**config.mk**
```make
export PLATFORM = sky130hd
export DESIGN_NAME = moesif_line_controller
export DESIGN_NICKNAME = d
export VERILOG_FILES = /design/src/rtl/moesif_line_controller.sv
export SDC_FILE = /design/constraint.sdc
export NUM_CORES = 1
export LEC_CHECK = 0
export CAP_MARGIN = 0
export CORE_MARGIN = 2
export CORE_UTILIZATION = 45
export CTS_CLUSTER_DIAMETER = 30
export DETAILED_ROUTE_END_ITERATION = 8
export GPL_TIMING_DRIVEN = 0
export MAX_ROUTING_LAYER = met4
export PLACE_DENSITY = 0.66
export SETUP_SLACK_MARGIN = 0.05
export SLEW_MARGIN = 20
export SYNTH_ARGS = -nofsm -noshare
export SYNTH_HDL_FRONTEND = slang
export SYNTH_SLANG_ARGS = --single-unit
```
**constraint.sdc**
```tcl
create_clock -name clk -period 4.5 [get_ports clk]
set_input_delay 1.35 -clock clk [delete_from_list [all_inputs] [get_ports clk]]
set_output_delay 1.35 -clock clk [all_outputs]
set_load 0.05 [all_outputs]
```
**src/rtl/moesif_line_controller.sv**
```systemverilog
// MOESIF coherence controller for NUM_LINES cache lines: serialises processor
// requests onto the bus and services one bus snoop per cycle in any FSM state.
module moesif_line_controller #(
    parameter int NUM_LINES = 16,
    parameter int IDX_W     = $clog2(NUM_LINES)
) (
    input  logic             clk,
    input  logic             reset_n,
    input  logic             proc_valid,
    output logic             proc_ready,
    input  logic             proc_write,
    input  logic [IDX_W-1:0] proc_index,
    output logic             proc_done,
    output logic             bus_req_valid,
    output logic [1:0]       bus_req_type,
    output logic [IDX_W-1:0] bus_req_index,
    input  logic             bus_gnt,
    input  logic             bus_shared,
    input  logic             snp_valid,
    input  logic [1:0]       snp_type,
    input  logic [IDX_W-1:0] snp_index,
    output logic             snp_supply,
    output logic             snp_shared,
    input  logic [IDX_W-1:0] dbg_index,
    output logic [2:0]       dbg_state
);

    localparam logic [2:0] ST_I = 3'd0;
    localparam logic [2:0] ST_S = 3'd1;
    localparam logic [2:0] ST_E = 3'd2;
    localparam logic [2:0] ST_M = 3'd3;
    localparam logic [2:0] ST_O = 3'd4;
    localparam logic [2:0] ST_F = 3'd5;

    localparam logic [1:0] REQ_NONE = 2'd0;
    localparam logic [1:0] REQ_RD   = 2'd1;
    localparam logic [1:0] REQ_RDX  = 2'd2;
    localparam logic [1:0] REQ_UPGR = 2'd3;

    typedef enum logic [1:0] {
        FSM_IDLE   = 2'd0,
        FSM_LOOKUP = 2'd1,
        FSM_BUSREQ = 2'd2
    } fsm_e;

    // Bus handshake: bus_req_valid rises in BUSREQ and holds with a stable
    // index until the cycle bus_gnt is high; the type may only fall from
    // BusUpgr to BusRdX when a snoop has invalidated the line.

    fsm_e             state_q, state_d;
    logic             wr_q, wr_d;
    logic [IDX_W-1:0] idx_q, idx_d;
    logic [1:0]       type_q, type_d;
    logic             done_q, done_d;
    logic             sup_q, sup_d;
    logic             shd_q, shd_d;
    logic [2:0]       line_q [NUM_LINES];
    logic [2:0]       line_d [NUM_LINES];

    logic [2:0]       snp_pre;
    logic [2:0]       snp_post;
    logic             snp_give;
    logic [2:0]       look_state;

    // Encodings 6/7 are never written but read back as Invalid.
    function automatic logic [2:0] clean_state(input logic [2:0] s);
        return (s > ST_F) ? ST_I : s;
    endfunction

    always_comb begin
        snp_pre  = clean_state(line_q[snp_index]);
        snp_post = snp_pre;
        snp_give = 1'b0;
        case (snp_type)
            REQ_RD: begin
                snp_give = (snp_pre != ST_I) && (snp_pre != ST_S);
                case (snp_pre)
                    ST_M:       snp_post = ST_O;
                    ST_E, ST_F: snp_post = ST_S;
                    default:    snp_post = snp_pre;
                endcase
            end
            REQ_RDX: begin
                snp_give = (snp_pre != ST_I) && (snp_pre != ST_S);
                snp_post = ST_I;
            end
            REQ_UPGR: snp_post = ST_I;
            default:  snp_post = snp_pre;
        endcase
    end

    always_comb begin
        line_d  = line_q;
        state_d = state_q;
        wr_d    = wr_q;
        idx_d   = idx_q;
        type_d  = type_q;
        done_d  = 1'b0;
        sup_d   = snp_valid && snp_give;
        shd_d   = snp_valid && (snp_pre != ST_I);

        // Snoop lands first so that LOOKUP and the grant both see its effect.
        if (snp_valid) begin
            line_d[snp_index] = snp_post;
        end
        look_state = clean_state(line_d[idx_q]);

        case (state_q)
            FSM_IDLE: begin
                if (proc_valid) begin
                    wr_d    = proc_write;
                    idx_d   = proc_index;
                    state_d = FSM_LOOKUP;
                end
            end
            FSM_LOOKUP: begin
                if (!wr_q && look_state != ST_I) begin
                    done_d  = 1'b1;
                    state_d = FSM_IDLE;
                end else if (wr_q && (look_state == ST_E || look_state == ST_M)) begin
                    line_d[idx_q] = ST_M;
                    done_d        = 1'b1;
                    state_d       = FSM_IDLE;
                end else begin
                    if (look_state == ST_I) begin
                        type_d = wr_q ? REQ_RDX : REQ_RD;
                    end else begin
                        type_d = REQ_UPGR;
                    end
                    state_d = FSM_BUSREQ;
                end
            end
            FSM_BUSREQ: begin
                if (bus_gnt) begin
                    if (type_q == REQ_RD) begin
                        line_d[idx_q] = bus_shared ? ST_F : ST_E;
                    end else begin
                        line_d[idx_q] = ST_M;
                    end
                    done_d  = 1'b1;
                    state_d = FSM_IDLE;
                end else if (type_q == REQ_UPGR && look_state == ST_I) begin
                    type_d = REQ_RDX;
                end
            end
            default: state_d = FSM_IDLE;
        endcase
    end

    always_ff @(posedge clk or negedge reset_n) begin
        if (!reset_n) begin
            state_q <= FSM_IDLE;
            wr_q    <= 1'b0;
            idx_q   <= '0;
            type_q  <= REQ_NONE;
            done_q  <= 1'b0;
            sup_q   <= 1'b0;
            shd_q   <= 1'b0;
            for (int i = 0; i < NUM_LINES; i++) begin
                line_q[i] <= ST_I;
            end
        end else begin
            state_q <= state_d;
            wr_q    <= wr_d;
            idx_q   <= idx_d;
            type_q  <= type_d;
            done_q  <= done_d;
            sup_q   <= sup_d;
            shd_q   <= shd_d;
            line_q  <= line_d;
        end
    end

    assign proc_ready    = (state_q == FSM_IDLE);
    assign proc_done     = done_q;
    assign bus_req_valid = (state_q == FSM_BUSREQ);
    assign bus_req_type  = bus_req_valid ? type_q : REQ_NONE;
    assign bus_req_index = bus_req_valid ? idx_q : '0;
    assign snp_supply    = sup_q;
    assign snp_shared    = shd_q;
    assign dbg_state     = clean_state(line_q[dbg_index]);

endmodule
```
Word level (Yosys, flattened, before mapping)
Index checks and enable logic that the tools add are counted.

Register bits: 60. Latch bits: 0. Memory bits (writable): 0. ROM bits: 0. Input bits: 21. Logic and storage cells: 123. Memories: 0.

$add $sub $neg: 0. Multipliers: 0. Divide/modulo/power cells: 0. Order comparisons: 8. Equality and inequality tests: 19. Shift-type cells: 0. Multiplexer cells: 46. Bitwise gates (word level): 6. Reductions and logical operators: 21.

Operator list (number): $mux W48 (5); $bwmux W48 (2); $pmux W48 S2 (1); $bmux W3 S4 (3); $mux W3 (12); $or A32 B32 Y32 (1); $demux W3 S4 (2); $mux W2 (11); $and A16 B16 Y16 (1); $not A16 Y16 (1); $ge A5 B5 Y1 const B (3); $not A4 Y5 (3); $eq A3 B2 Y1 const B (4); $pmux W3 S2 (2); $lt A5 B1 Y1 const B (2); $gt A3 B3 Y1 const B (3); $eq A2 B2 Y1 const B (4); $logic_and A1 B1 Y1 (8); $ne A2 B2 Y1 const B (4); $eq A2 B1 Y1 const B (3); $pmux W2 S3 (1); $reduce_bool A3 Y1 (2); $reduce_or A2 Y1 (3); $reduce_and A5 Y1 (1); 13 further kinds (18).

Longest topological paths before layout
Gate-level depths: netlist (run 1).

Word-level depth: 23. Gate-level depth with buffers: 19. Mapped depth without buffers: 13.

Least setup slack after synthesis (run 1)
OpenSTA, ideal clock, no wires.

Kind: in2out. From: input port dbg_index[0]. To: output port dbg_state[0]. Arrival time: 4.075 ns. Required time: 3.150 ns. Path slack: -0.925 ns. Stages on the path: 4. Cell sequence: buf_1 > mux4_2 > mux4_2 > a21boi_0.

Longest elaborated chain between the ends: 6.

RTL lines: start, declared (RTL line 24) `input logic [IDX_W-1:0] dbg_index,`; $not A4 Y5 (implied by the code) (*) (RTL line 181) `assign dbg_state = clean_state(line_q[dbg_index]);`; $bmux W3 S4 (*) (RTL line 181); $mux W3 (implied by the code) (*) (2 in a row) (RTL line 181); $gt A3 B3 Y1 (RTL line 67) `return (s > ST_F) ? ST_I : s;`; $mux W3 (*) (RTL line 67); end, declared (RTL line 25) `output logic [2:0] dbg_state`.

Mark *: on every way between the ends. The rest lies on a longest branch, timed or not. The select of a mux whose other input is x is not followed.

Worst setup path in the final report (run 1)
From: input port snp_index[0]. To: register type_q[1].

Longest elaborated chain between the ends: 22. Elaborated cells on any way between the ends: 40. Those cells by class: 4 x order compare; 8 x eq/ne; 18 x mux; 1 x bitwise; 9 x reduce/logical.

RTL lines: start, declared (RTL line 21) `input logic [IDX_W-1:0] snp_index,`; $not A4 Y5 (implied by the code) (*) (RTL line 71, 104); $bmux W3 S4 (RTL line 71) `snp_pre = clean_state(line_q[snp_index]);`; $mux W3 (implied by the code) (2 in a row) (RTL line 71); $gt A3 B3 Y1 (RTL line 67); $mux W3 (RTL line 67); $eq A3 B2 Y1 or $eq A3 B3 Y1 (tied branches) (RTL line 77) `case (snp_pre)`; $reduce_or A2 Y1 (RTL line 77); $pmux W3 S2 (RTL line 77); [... 4 more ...]; $mux W3 (implied by the code) (*) (2 in a row) (RTL line 106) `look_state = clean_state(line_d[idx_q]);`; $gt A3 B3 Y1 (RTL line 67); $mux W3 (*) (RTL line 67); $logic_not A3 Y1 or $eq A3 B2 Y1 (tied branches) (RTL line 125, 142, 120); $mux W2 or $logic_or A1 B1 Y1 (tied branches) (RTL line 125, 120); $mux W2 or $logic_and A1 B1 Y1 (tied branches) (RTL line 120) `end else if (wr_q && (look_state == ST_E || look_state == ST_M)) begin`; $mux W2 or $ne A2 B2 Y1 (tied branches); $pmux W2 S2 or $reduce_and A5 Y1 (tied branches); end signal, assigned (RTL line 166) `type_q <= type_d;`; end, declared (RTL line 53) `logic [1:0] type_q, type_d;`.

Marked as above. A chain may end at the register's enable or synchronous reset.

==> load_flow_metrics.sql, run 1 <==
INSERT INTO impl_metrics (metric_group, metric, value, unit) VALUES
('worst_setup_path', 'timing.critical_path.required', '4.72', 'ns'),
('timing', 'finalSetupViolations', '21', ''),
('logic_synthesis', 'synth_edf_count', '0', ''),
('job', 'maxcap_violations', '0', ''),
('global_route', 'initial_antenna_violation_count', '0', ''),
('finish', 'stdcell_area', '0.007258', 'mm^2'),
('timing', 'finClkSkew', '0.008195', 'ns'),
('finish', 'utilization', '57.52', '%'),
('logic_synthesis', 'synth.lib_cells_used.distinct', '76', ''),
('power_and_ir_drop', 'net_switching_power_of_the_design', '2.485', 'mW'),
('worst_hold_path', 'worst_hold_path.endpoint', 'state_q[0]$_DFFE_PN0P_', ''),
('routing', 'drt_first_iter_violations', '933', ''),
('logic_synthesis', 'post_synth.cell_area_avg', '8.487', 'um^2'),
('floorplanning', 'dieHeight', '117.5', 'um'),
('power_and_ir_drop', 'comb_power_share', '65.1', '%'),
('floorplanning', 'floorplan.die.width', '117.5', 'um'),
('worst_setup_path', 'reg2reg_slack', '0.42', 'ns'),
('clock_network', 'htreeDepth', '3', ''),
('timing', 'maximum_clock_frequency', '0.2061', 'GHz'),
('worst_hold_path', 'timing.hold.worst.start', 'state_q[0]$_DFFE_PN0P_', ''),
('logic_synthesis', 'yosysWarningCount', '0', ''),
('routing', 'ant_nets', '0', ''),
('power_and_ir_drop', 'seq_power_share', '19.1', '%'),
('placement', 'place_area', '0.006429', 'mm^2'),
('power_and_ir_drop', 'p_sw_share', '53.82', '%'),
('worst_setup_path', 'critPathSlowestCell', 'mux4_2', ''),
('power_and_ir_drop', 'power.share.clock', '15.8', '%'),
('clock_network', 'cts_buffers', '9', ''),
('clock_network', 'largest_buffer_count_on_any_clock_path', '2', ''),
('logic_synthesis', 'mappedNetlistArea', '0.005797', 'mm^2'),
('timing', 'worst_relative_slew_slack', '21.80', '%'),
('global_route', 'wire_length_of_the_first_global_routing_pass', '40980', 'um'),
('clock_network', 'worstSkewPairLatency', '0.36', 'ns'),
('finish', 'layout-drive-gt1-share', '21.77', '%'),
('logic_synthesis', 'ys_dominant_reg_cell', 'dfrtp_1', ''),
('power_and_ir_drop', 'powerDensity', '636.2', 'mW/mm^2'),
('worst_setup_path', 'start_kind', 'input port', ''),
('run_status', 'outcome', 'finished with violations', ''),
('clock_network', 'clock_tree.root_cell', 'clkbuf_16', ''),
('timing', 'period_share', '107.8', '%'),
('floorplanning', 'num_io_pins', '35', ''),
('clock_network', 'hold_buffers', '0', ''),
('worst_setup_path', 'endpoint_kind', 'flip-flop', ''),
('finish', 'areaGrowthSynthToFinish', '25.21', '%'),
('finish', 'final_common_cell', 'nand2_1', ''),
('routing', 'route.final.wire_length', '28050', 'um'),
('clock_network', 'cts.sinks', '60', ''),
('power_and_ir_drop', 'worst_ir_drop_vdd', '579.7', 'uV'),
('clock_network', 'clk_transition_reported_paths', '0.06', 'ns'),
('timing', 'max_slew.worst_pin.slew', '1.170', 'ns'),
('global_route', 'grt_max_degree', '33', ''),
('worst_setup_path', 'worst-setup-path-type', 'input port to flip-flop', ''),
('run_status', 'failed_checks', 'setup timing', ''),
('worst_setup_path', 'crit_path_max_fanout', '7', ''),
('floorplanning', 'initial_utilization', '45.93', '%'),
('floorplanning', 'die_area', '0.01381', 'mm^2'),
('floorplanning', 'core_region_area', '0.01262', 'mm^2'),
('finish', 'mostFrequentLayoutCells', '80 x nand2_1, 63 x o21ai_0, 60 x dfrtp_1, 45 x nor2_1, 42 x a21oi_1', ''),
('logic_synthesis', 'synthesis.nets', '712', ''),
('routing', 'number_of_detailed_route_iterations_in_the_first_pass', '5', ''),
('global_route', 'grt.total_usage', '41.44', '%'),
('timing', 'setup-tns-final', '-5.103', 'ns'),
('timing', 'final_max_slew_viol_count', '0', ''),
('routing', 'routed_via_density', '7.010', ''),
('logic_synthesis', 'postSynth.asyncResetShare', '100.0', '%'),
('logic_synthesis', 'syn-instance-count', '683', ''),
('placement', 'gpl.final_weighted_congestion', '1.051', ''),
('timing', 'fin_ws', '-0.3525', 'ns'),
('global_route', 'grt_pass1_vias', '6277', ''),
('finish', 'antenna_diode_instance_count', '0', ''),
('worst_setup_path', 'worstPathCellList', 'buf_12 > buf_12 > mux4_2 > mux4_2 > ha_4 > a21o_4 > and2_4 > buf_8 > a2111o_1 > nand4_1 > o32ai_4 > a211oi_2 > nand4_1 > o21ai_2 > a311oi_1', '');
## routing by layer
layer	vias to the layer above	part of all wire [%]	GRT usage (%)
li1	2735	-	-
met1	3145	38	53.27
met2	510	43	59.39
met3	129	12	10.42
met4	0	6.4	23.95
met5	-	0	-
## kinds of logic (layout without fill, tap and decap cells)
logic type | Yosys count | count (layout) | synth area share [%]
AO/OA/AOI/OAI | 213 | 213 | 24.41
XOR/XNOR | 2 | 2 | 0.3022
adder cells (fa/ha/maj) | 8 | 8 | 1.727
buffers and inverters | 66 | 141 | 4.986
flip-flops | 60 | 60 | 25.90
multiplexers | 80 | 80 | 20.57
AND/OR/NAND/NOR | 254 | 254 | 22.10
## power groups by stage
stage                     logic [mW]  registers [mW]  clock network [mW]
after floorplan                 1.72           0.798                   0
after global placement          2.58           0.855                   0
after detailed placement        2.59           0.870                   0
after CTS                       2.84           0.865               0.726
after global routing            3.10           0.890               0.752
final                           3.01           0.882               0.730
## synthesized netlist by cell type, drive strengths merged (4+ instances only)
master	n	area, um^2
nand3b	6	45.04
a31oi	4	25.02
buf	19	112.6
o31a	4	35.03
or2	5	31.28
o2111ai	5	50.04
a22oi	6	45.04
o21ai	71	362.9
mux2	10	112.6
nand4b	4	35.03
o221ai	7	67.56
and3	4	25.02
dfrtp	60	1501
nor2b	8	50.05
nor3	13	70.07
mux4	30	675.7
nor2	51	196.4
a21boi	8	60.06
a211oi	6	60.06
clkbuf	34	127.6
and2	15	93.84
nand3	27	135.1
o211ai	16	120.1
mux2i	40	404.1
inv	13	48.80
nand2b	10	62.56
o22ai	9	56.30
nand4	15	100.1
nand2	80	300.3
ha	8	100.1
a21oi	45	225.2
## area by class of cell
| type | instances | area (um^2) |
|---|---|---|
| fill | 1180 | 5361 |
| timing repair buffer | 63 | 648.1 |
| multi-input combinational | 557 | 4269 |
| tap | 172 | 215.2 |
| inverter | 13 | 48.80 |
| sequential | 60 | 1501 |
| clock buffer | 12 | 246.5 |
| buffer | 49 | 280.3 |
| clock inverter | 4 | 48.80 |
## through the flow
step / hold WS (ns) / cells / worst slack, ns / power, mW
2_1_floorplan: 0.5188 / 683 / -0.3199 / 2.514
3_3_place_gp: 0.5527 / 886 / -1.831 / 3.439
3_5_place_dp: 0.6250 / 887 / -1.816 / 3.462
4_1_cts: 0.6486 / 924 / -0.3932 / 4.431
5_1_grt: 0.6737 / 930 / -0.4562 / 4.740
6_report: 0.6425 / 930 / -0.3525 / 4.618
## how the worst max path moves through the flow
stage               cells after the start          from                    end
floorplan                              18  snp_index[0]   line_q[39]$_DFF_PN0_
global placement                       18  snp_index[0]    line_q[2]$_DFF_PN0_
finish                                 15  snp_index[0]  type_q[1]$_DFFE_PN0P_
global route                           15  snp_index[0]  type_q[1]$_DFFE_PN0P_
CTS                                    17  snp_index[0]  type_q[1]$_DFFE_PN0P_
detailed placement                     18  snp_index[0]    line_q[2]$_DFF_PN0_
## critical path: cells and delay by family
family	cells	cell delay [ns]
and+or+nand+nor	3	0.57
AOI/OAI and AO/OA	6	1.49
muxes	2	1.08
adders and majority gates	1	0.20
buffers and inverters	3	0.36
## what timing repair did
| action | 4_1_cts | 5_1_grt |
|---|---|---|
| endpoints found under the setup margin | 53 | 30 |
| pin swaps | 18 | 12 |
| cloned | 3 | 0 |
| resized for setup | 91 | 23 |
| setup buffers | 19 | 9 |
No activity file was read; power rests on OpenSTA's default activity.
==> run 2: changes to the inputs <==
--- a/constraint.sdc
+++ b/constraint.sdc
@@ -3,2 +3,2 @@
 set_output_delay 1.35 -clock clk [all_outputs]
-set_load 0.05 [all_outputs]
+set_load 0.1 [all_outputs]
==> load_flow_metrics.sql, run 2 (same netlist as run 1, synthesis figures left out) <==
INSERT INTO impl_metrics (metric_group, metric, value, unit) VALUES
('run_status', 'outcome', 'finished with violations', ''),
('run_status', 'failed_checks', 'setup timing', ''),
('power_and_ir_drop', 'powerDensity', '642.5', 'mW/mm^2'),
('floorplanning', 'die_area', '0.01381', 'mm^2'),
('clock_network', 'cts_buffers', '9', ''),
('timing', 'fin_ws', '-0.2231', 'ns'),
('floorplanning', 'row_count', '41', ''),
('finish', 'mostFrequentLayoutCells', '80 x nand2_1, 62 x o21ai_0, 60 x dfrtp_1, 43 x nor2_1, 36 x a21oi_1', ''),
('placement', 'gpl.final_weighted_congestion', '1.076', ''),
('global_route', 'initial_antenna_violation_count', '0', ''),
('routing', 'route.final.wire_length', '27220', 'um'),
('placement', 'preCtsSetupSlack', '-1.944', 'ns'),
('routing', 'routed-via-count', '6650', ''),
('floorplanning', 'core_region_area', '0.01262', 'mm^2'),
('worst_setup_path', 'worst-setup-path-type', 'input port to flip-flop', ''),
('timing', 'max_slew.worst_pin.slew', '1.058', 'ns'),
('global_route', 'wire_length_of_the_first_global_routing_pass', '40230', 'um'),
('floorplanning', 'dieHeight', '117.5', 'um'),
('power_and_ir_drop', 'p_leak', '2.912', 'nW'),
('worst_setup_path', 'start_kind', 'input port', ''),
('worst_setup_path', 'endpoint_kind', 'flip-flop', ''),
('worst_hold_path', 'worst_min_delay_path_class', 'flip-flop to flip-flop', ''),
('clock_network', 'clock_tree.root_cell', 'clkbuf_16', ''),
('global_route', 'grt_max_degree', '36', ''),
('placement', 'buffer_ports.inserted', '31', ''),
('clock_network', 'clk_transition_reported_paths', '0.05', 'ns'),
('finish', 'areaGrowthSynthToFinish', '29.40', '%'),
('clock_network', 'hold_buffers', '0', ''),
('finish', 'layout-drive-gt1-share', '25.03', '%'),
('timing', 'finalHoldWorstSlack', '0.5761', 'ns'),
('worst_setup_path', 'critical_path_arrival', '4.94', 'ns'),
('clock_network', 'worstSkewPairLatency', '0.35', 'ns'),
('global_route', 'grt.total_usage', '40.71', '%'),
('routing', 'routed_length_per_placed_instance', '28.99', 'um'),
('job', 'maxcap_violations', '0', ''),
('routing', 'ant_nets', '0', ''),
('timing', 'maximum_clock_frequency', '0.2117', 'GHz'),
('floorplanning', 'num_io_pins', '35', ''),
('placement', 'dp_cells', '887', ''),
('routing', 'routed_via_density', '7.082', ''),
('worst_setup_path', 'timing.critical_path.required', '4.71', 'ns'),
('clock_network', 'cts.sinks', '60', ''),
('clock_network', 'tritoncts', 'built', ''),
('timing', 'worst_relative_slew_slack', '29.21', '%'),
('timing', 'fin_crit', '4.723', 'ns'),
('finish', 'finalNetCount', '791', ''),
('floorplanning', 'floorplan.die.width', '117.5', 'um'),
('clock_network', 'htreeDepth', '3', ''),
('finish', 'final_common_cell', 'nand2_1', ''),
('floorplanning', 'initial_utilization', '45.93', '%'),
('power_and_ir_drop', 'worst_ir_drop_vdd', '663.8', 'uV'),
('finish', 'antenna_diode_instance_count', '0', ''),
('global_route', 'gr-total-overflow', '0', ''),
('timing', 'finClkSkew', '0.007542', 'ns'),
('finish', 'final_cell_count_no_fill', '939', ''),
('worst_setup_path', 'crit_path_max_fanout', '8', ''),
('routing', 'detail_route.drc_violations', '0', ''),
('timing', 'report.final.hold_viol_count', '0', ''),
('clock_network', 'largest_buffer_count_on_any_clock_path', '2', ''),
('timing', 'final_max_slew_viol_count', '0', ''),
('timing', 'finalSetupViolations', '19', ''),
('routing', 'drt_first_iter_violations', '952', ''),
('placement', 'post-dp-hpwl', '19690', 'um'),
('global_route', 'grt_pass1_vias', '6203', ''),
('routing', 'number_of_detailed_route_iterations_in_the_first_pass', '5', ''),
('timing', 'period_share', '105.0', '%'),
('timing', 'setup-tns-final', '-2.387', 'ns'),
('timing', 'unrepaired_setup_endpoints_after_global_routing', 'yes', '');
==> run 2: worst paths after layout <==
kind	from	to	slack (ns)	cells after the start
max	snp_index[0]	type_q[1]$_DFFE_PN0P_	-0.22	15
min	state_q[0]$_DFFE_PN0P_	state_q[0]$_DFFE_PN0P_	0.58	2
max reg2reg	line_q[29]$_DFF_PN0_	type_q[1]$_DFFE_PN0P_	0.58	13
min reg2reg	state_q[0]$_DFFE_PN0P_	state_q[0]$_DFFE_PN0P_	0.58	2
max in group asynchronous	reset_n	idx_q[3]$_DFFE_PN0P_	3.03	2
min in group asynchronous	reset_n	line_q[47]$_DFF_PN0_	0.92	1
==> run 2: final cells by class <==
type,instances,area (um^2)
Sequential cell,60,1501
Buffer,48,284.0
Clock inverter,2,10.01
Inverter,13,48.80
Clock buffer,14,254.0
Fill cell,1167,5119
Tap cell,172,215.2
Multi-Input combinational cell,557,4444
Timing Repair Buffer,73,743.2
==> run 2: where the power goes <==
group	leakage [nW]	internal, mW	switching [mW]
clock	0.131	0.387	0.268
combinational	1.97	1.09	2.22
sequential	0.809	0.684	0.175
==> run 2: worst max-delay path: stages <==
cell,delay (ns)
buf_12,0.12
buf_4,0.12
mux4_2,0.51
mux4_2,0.55
ha_4,0.20
a21o_4,0.19
and2_4,0.18
buf_12,0.16
a2111o_1,0.36
nand4_1,0.13
o32ai_4,0.16
a211oi_2,0.26
nand4_1,0.24
o21ai_4,0.27
a311oi_2,0.13
==> run 2: timing repair <==
action / 4_1_cts / 5_1_grt
endpoints found under the setup margin: 56 / 38
gates resized for setup: 130 / 45
pin swaps: 29 / 31
setup buffers: 31 / 9
cloned: 2 / 0
==> run 2: layer usage <==
metal / wire [um] / part of all wire [%] / global-route usage, % / vias to the layer above
met3: 3216 / 12 / 7.267 / 119
met2: 11730 / 43 / 57.86 / 578
met1: 10280 / 38 / 53.56 / 3200
met5: 0 / 0 / - / -
li1: - / - / - / 2753
met4: 1995 / 7.3 / 26.20 / 0
==> run 2: metrics by stage <==
stage	utilization (%)	power [mW]	area [um^2]
global placement	50.91	3.537	6425
global route	59.44	4.975	7501
floorplan	-	2.660	5899
detailed placement	51.05	3.557	6442
finish	59.44	4.819	7501
CTS	58.58	4.609	7392
==> run 3: changes to the inputs <==
Settings changed: CORE_UTILIZATION 45 to 46, PLACE_DENSITY 0.66 to 0.67.
==> load_flow_metrics.sql, run 3 (same netlist as run 1, synthesis figures left out) <==
INSERT INTO impl_metrics (metric_group, metric, value, unit) VALUES
('finish', 'layout-drive-gt1-share', '22.66', '%'),
('worst_setup_path', 'timing.critical_path.required', '4.71', 'ns'),
('timing', 'period_share', '107.1', '%'),
('routing', 'number_of_detailed_route_iterations_in_the_first_pass', '7', ''),
('clock_network', 'largest_buffer_count_on_any_clock_path', '2', ''),
('clock_network', 'tritoncts', 'built', ''),
('floorplanning', 'floorplan.die.width', '116.3', 'um'),
('routing', 'routed_via_density', '7.093', ''),
('finish', 'area.sequential', '0.001501', 'mm^2'),
('routing', 'ant_nets', '0', ''),
('timing', 'unrepaired_setup_endpoints_after_global_routing', 'yes', ''),
('finish', 'multiInputGateArea', '0.004309', 'mm^2'),
('routing', 'drt_first_iter_violations', '899', ''),
('floorplanning', 'core_region_area', '0.01247', 'mm^2'),
('global_route', 'initial_antenna_violation_count', '0', ''),
('power_and_ir_drop', 'p_leak', '2.873', 'nW'),
('worst_setup_path', 'critical_path_arrival', '5.04', 'ns'),
('run_status', 'outcome', 'finished with violations', ''),
('floorplanning', 'initial_utilization', '46.50', '%'),
('worst_setup_path', 'crit_path_max_fanout', '8', ''),
('global_route', 'grt_pass1_vias', '6252', ''),
('finish', 'areaGrowthSynthToFinish', '27.35', '%'),
('worst_setup_path', 'worst-setup-path-type', 'input port to flip-flop', ''),
('power_and_ir_drop', 'p_int', '2.241', 'mW'),
('timing', 'max_slew.worst_pin.slew', '1.028', 'ns'),
('timing', 'final_max_slew_viol_count', '0', ''),
('timing', 'maximum_clock_frequency', '0.2074', 'GHz'),
('timing', 'fin_crit', '4.822', 'ns'),
('power_and_ir_drop', 'totalPowerFinal', '4.883', 'mW'),
('power_and_ir_drop', 'comb_power_share', '66.6', '%'),
('finish', 'finalNetCount', '783', ''),
('placement', 'gpl.final_weighted_congestion', '1.114', ''),
('power_and_ir_drop', 'powerDensity', '661.4', 'mW/mm^2'),
('timing', 'finalSetupViolations', '21', ''),
('floorplanning', 'num_io_pins', '35', ''),
('worst_hold_path', 'worst_min_delay_path_class', 'flip-flop to flip-flop', ''),
('job', 'maxcap_violations', '0', ''),
('floorplanning', 'dieHeight', '116.3', 'um'),
('timing', 'fin_ws', '-0.3217', 'ns'),
('routing', 'detail_route.drc_violations', '0', ''),
('global_route', 'grt.total_usage', '42.78', '%'),
('global_route', 'wire_length_of_the_first_global_routing_pass', '39850', 'um'),
('clock_network', 'cts.sinks', '60', ''),
('worst_setup_path', 'reg2reg_slack', '0.49', 'ns'),
('power_and_ir_drop', 'net_switching_power_of_the_design', '2.642', 'mW'),
('finish', 'antenna_diode_instance_count', '0', ''),
('global_route', 'grt_max_degree', '35', ''),
('finish', 'fill_cells', '1138', ''),
('floorplanning', 'row_count', '41', ''),
('timing', 'setup-tns-final', '-4.936', 'ns'),
('run_status', 'failed_checks', 'setup timing', ''),
('routing', 'route.final.wire_length', '27200', 'um'),
('placement', 'place_area', '0.006442', 'mm^2'),
('global_route', 'gr-total-overflow', '0', ''),
('floorplanning', 'die_area', '0.01352', 'mm^2'),
('power_and_ir_drop', 'worst_ir_drop_vdd', '652.0', 'uV'),
('clock_network', 'clk_transition_reported_paths', '0.06', 'ns'),
('finish', 'final_common_cell', 'nand2_1', ''),
('placement', 'post-dp-hpwl', '19670', 'um'),
('clock_network', 'worstSkewPairLatency', '0.36', 'ns'),
('timing', 'finClkSkew', '0.005306', 'ns'),
('finish', 'stdcell_area', '0.007382', 'mm^2'),
('routing', 'routed-via-count', '6604', ''),
('timing', 'report.final.hold_viol_count', '0', ''),
('power_and_ir_drop', 'seq_power_share', '17.5', '%'),
('routing', 'routed_length_per_placed_instance', '29.21', 'um'),
('clock_network', 'cts_buffers', '9', ''),
('worst_setup_path', 'start_kind', 'input port', ''),
('timing', 'finalHoldWorstSlack', '0.5893', 'ns'),
('timing', 'worst_relative_slew_slack', '31.21', '%'),
('clock_network', 'htreeDepth', '3', ''),
('clock_network', 'clock_tree.root_cell', 'clkbuf_16', ''),
('worst_setup_path', 'endpoint_kind', 'flip-flop', ''),
('placement', 'buffer_ports.inserted', '31', ''),
('power_and_ir_drop', 'p_sw_share', '54.11', '%'),
('power_and_ir_drop', 'power.share.clock', '15.9', '%'),
('finish', 'mostFrequentLayoutCells', '80 x nand2_1, 62 x o21ai_0, 60 x dfrtp_1, 47 x nor2_1, 39 x a21oi_1', '');
[run 3: cell count changes in the layout (fill, tap and decap cells not counted), sizes merged, moves of 2 or more]
cell    delta
buf       -11
bufinv     +2
clkbuf     -5
clkinv     +2
[run 3: cell type report]
| type | instances | area share, % |
|---|---|---|
| multi-input combinational | 557 | 58.37 |
| clock inverter | 7 | 1.237 |
| tap | 172 | 2.915 |
| buffer | 47 | 3.492 |
| sequential | 60 | 20.34 |
| inverter | 13 | 0.6610 |
| clock buffer | 9 | 3.051 |
| timing repair buffer | 66 | 9.932 |
[run 3: repair_timing]
item | CTS | global route
pin swaps | 18 | 16
hold buffers | 0 | 0
gates cloned | 3 | 0
setup endpoints to repair | 56 | 31
buffers inserted | 21 | 10
resized for setup | 101 | 28
[run 3: per-stage QoR]
stage	util (%)	std cells	worst slack [ns]
after floorplan	-	683	-0.3199
after global placement	51.54	886	-1.848
after detailed placement	51.68	887	-1.827
after CTS	58.17	927	-0.5038
after global routing	59.22	931	-0.4015
final	59.22	931	-0.3217
[run 3: worst max-delay path, stage by stage]
cell	delay [ns]
buf_12	0.11
buf_12	0.12
mux4_2	0.55
mux4_2	0.55
ha_4	0.20
a21o_4	0.23
and2_4	0.17
buf_8	0.15
a2111o_1	0.40
nand4_1	0.13
o32ai_4	0.14
a211oi_2	0.26
nand4_1	0.22
o21ai_2	0.30
a311oi_2	0.16
[run 3: metal layers]
layer / GRT usage, % / vias up / part of all wire, %
met5: - / - / 0
met4: 23.17 / 0 / 6.1
met3: 9.341 / 116 / 11
met2: 62.71 / 513 / 44
met1: 55.26 / 3233 / 39
li1: - / 2742 / -
[run 3: final timing paths]
path,start,end,cells past startpoint
hold / removal,state_q[0]$_DFFE_PN0P_,state_q[0]$_DFFE_PN0P_,2
setup reg to reg,line_q[29]$_DFF_PN0_,type_q[1]$_DFFE_PN0P_,13
max in group asynchronous,reset_n,line_q[11]$_DFF_PN0_,2
hold reg to reg,state_q[0]$_DFFE_PN0P_,state_q[0]$_DFFE_PN0P_,2
setup / recovery,snp_index[0],type_q[1]$_DFFE_PN0P_,15
min in group asynchronous,reset_n,line_q[17]$_DFF_PN0_,1
[run 3: power by group through the flow]
stage          Sequential [mW]  Clock (mW)  Combinational (mW)
2_1_floorplan            0.816           0                1.84
3_3_place_gp             0.839           0                2.71
3_5_place_dp             0.845           0                2.73
4_1_cts                  0.840       0.775                3.02
5_1_grt                  0.869       0.804                3.36
6_report                 0.855       0.777                3.25
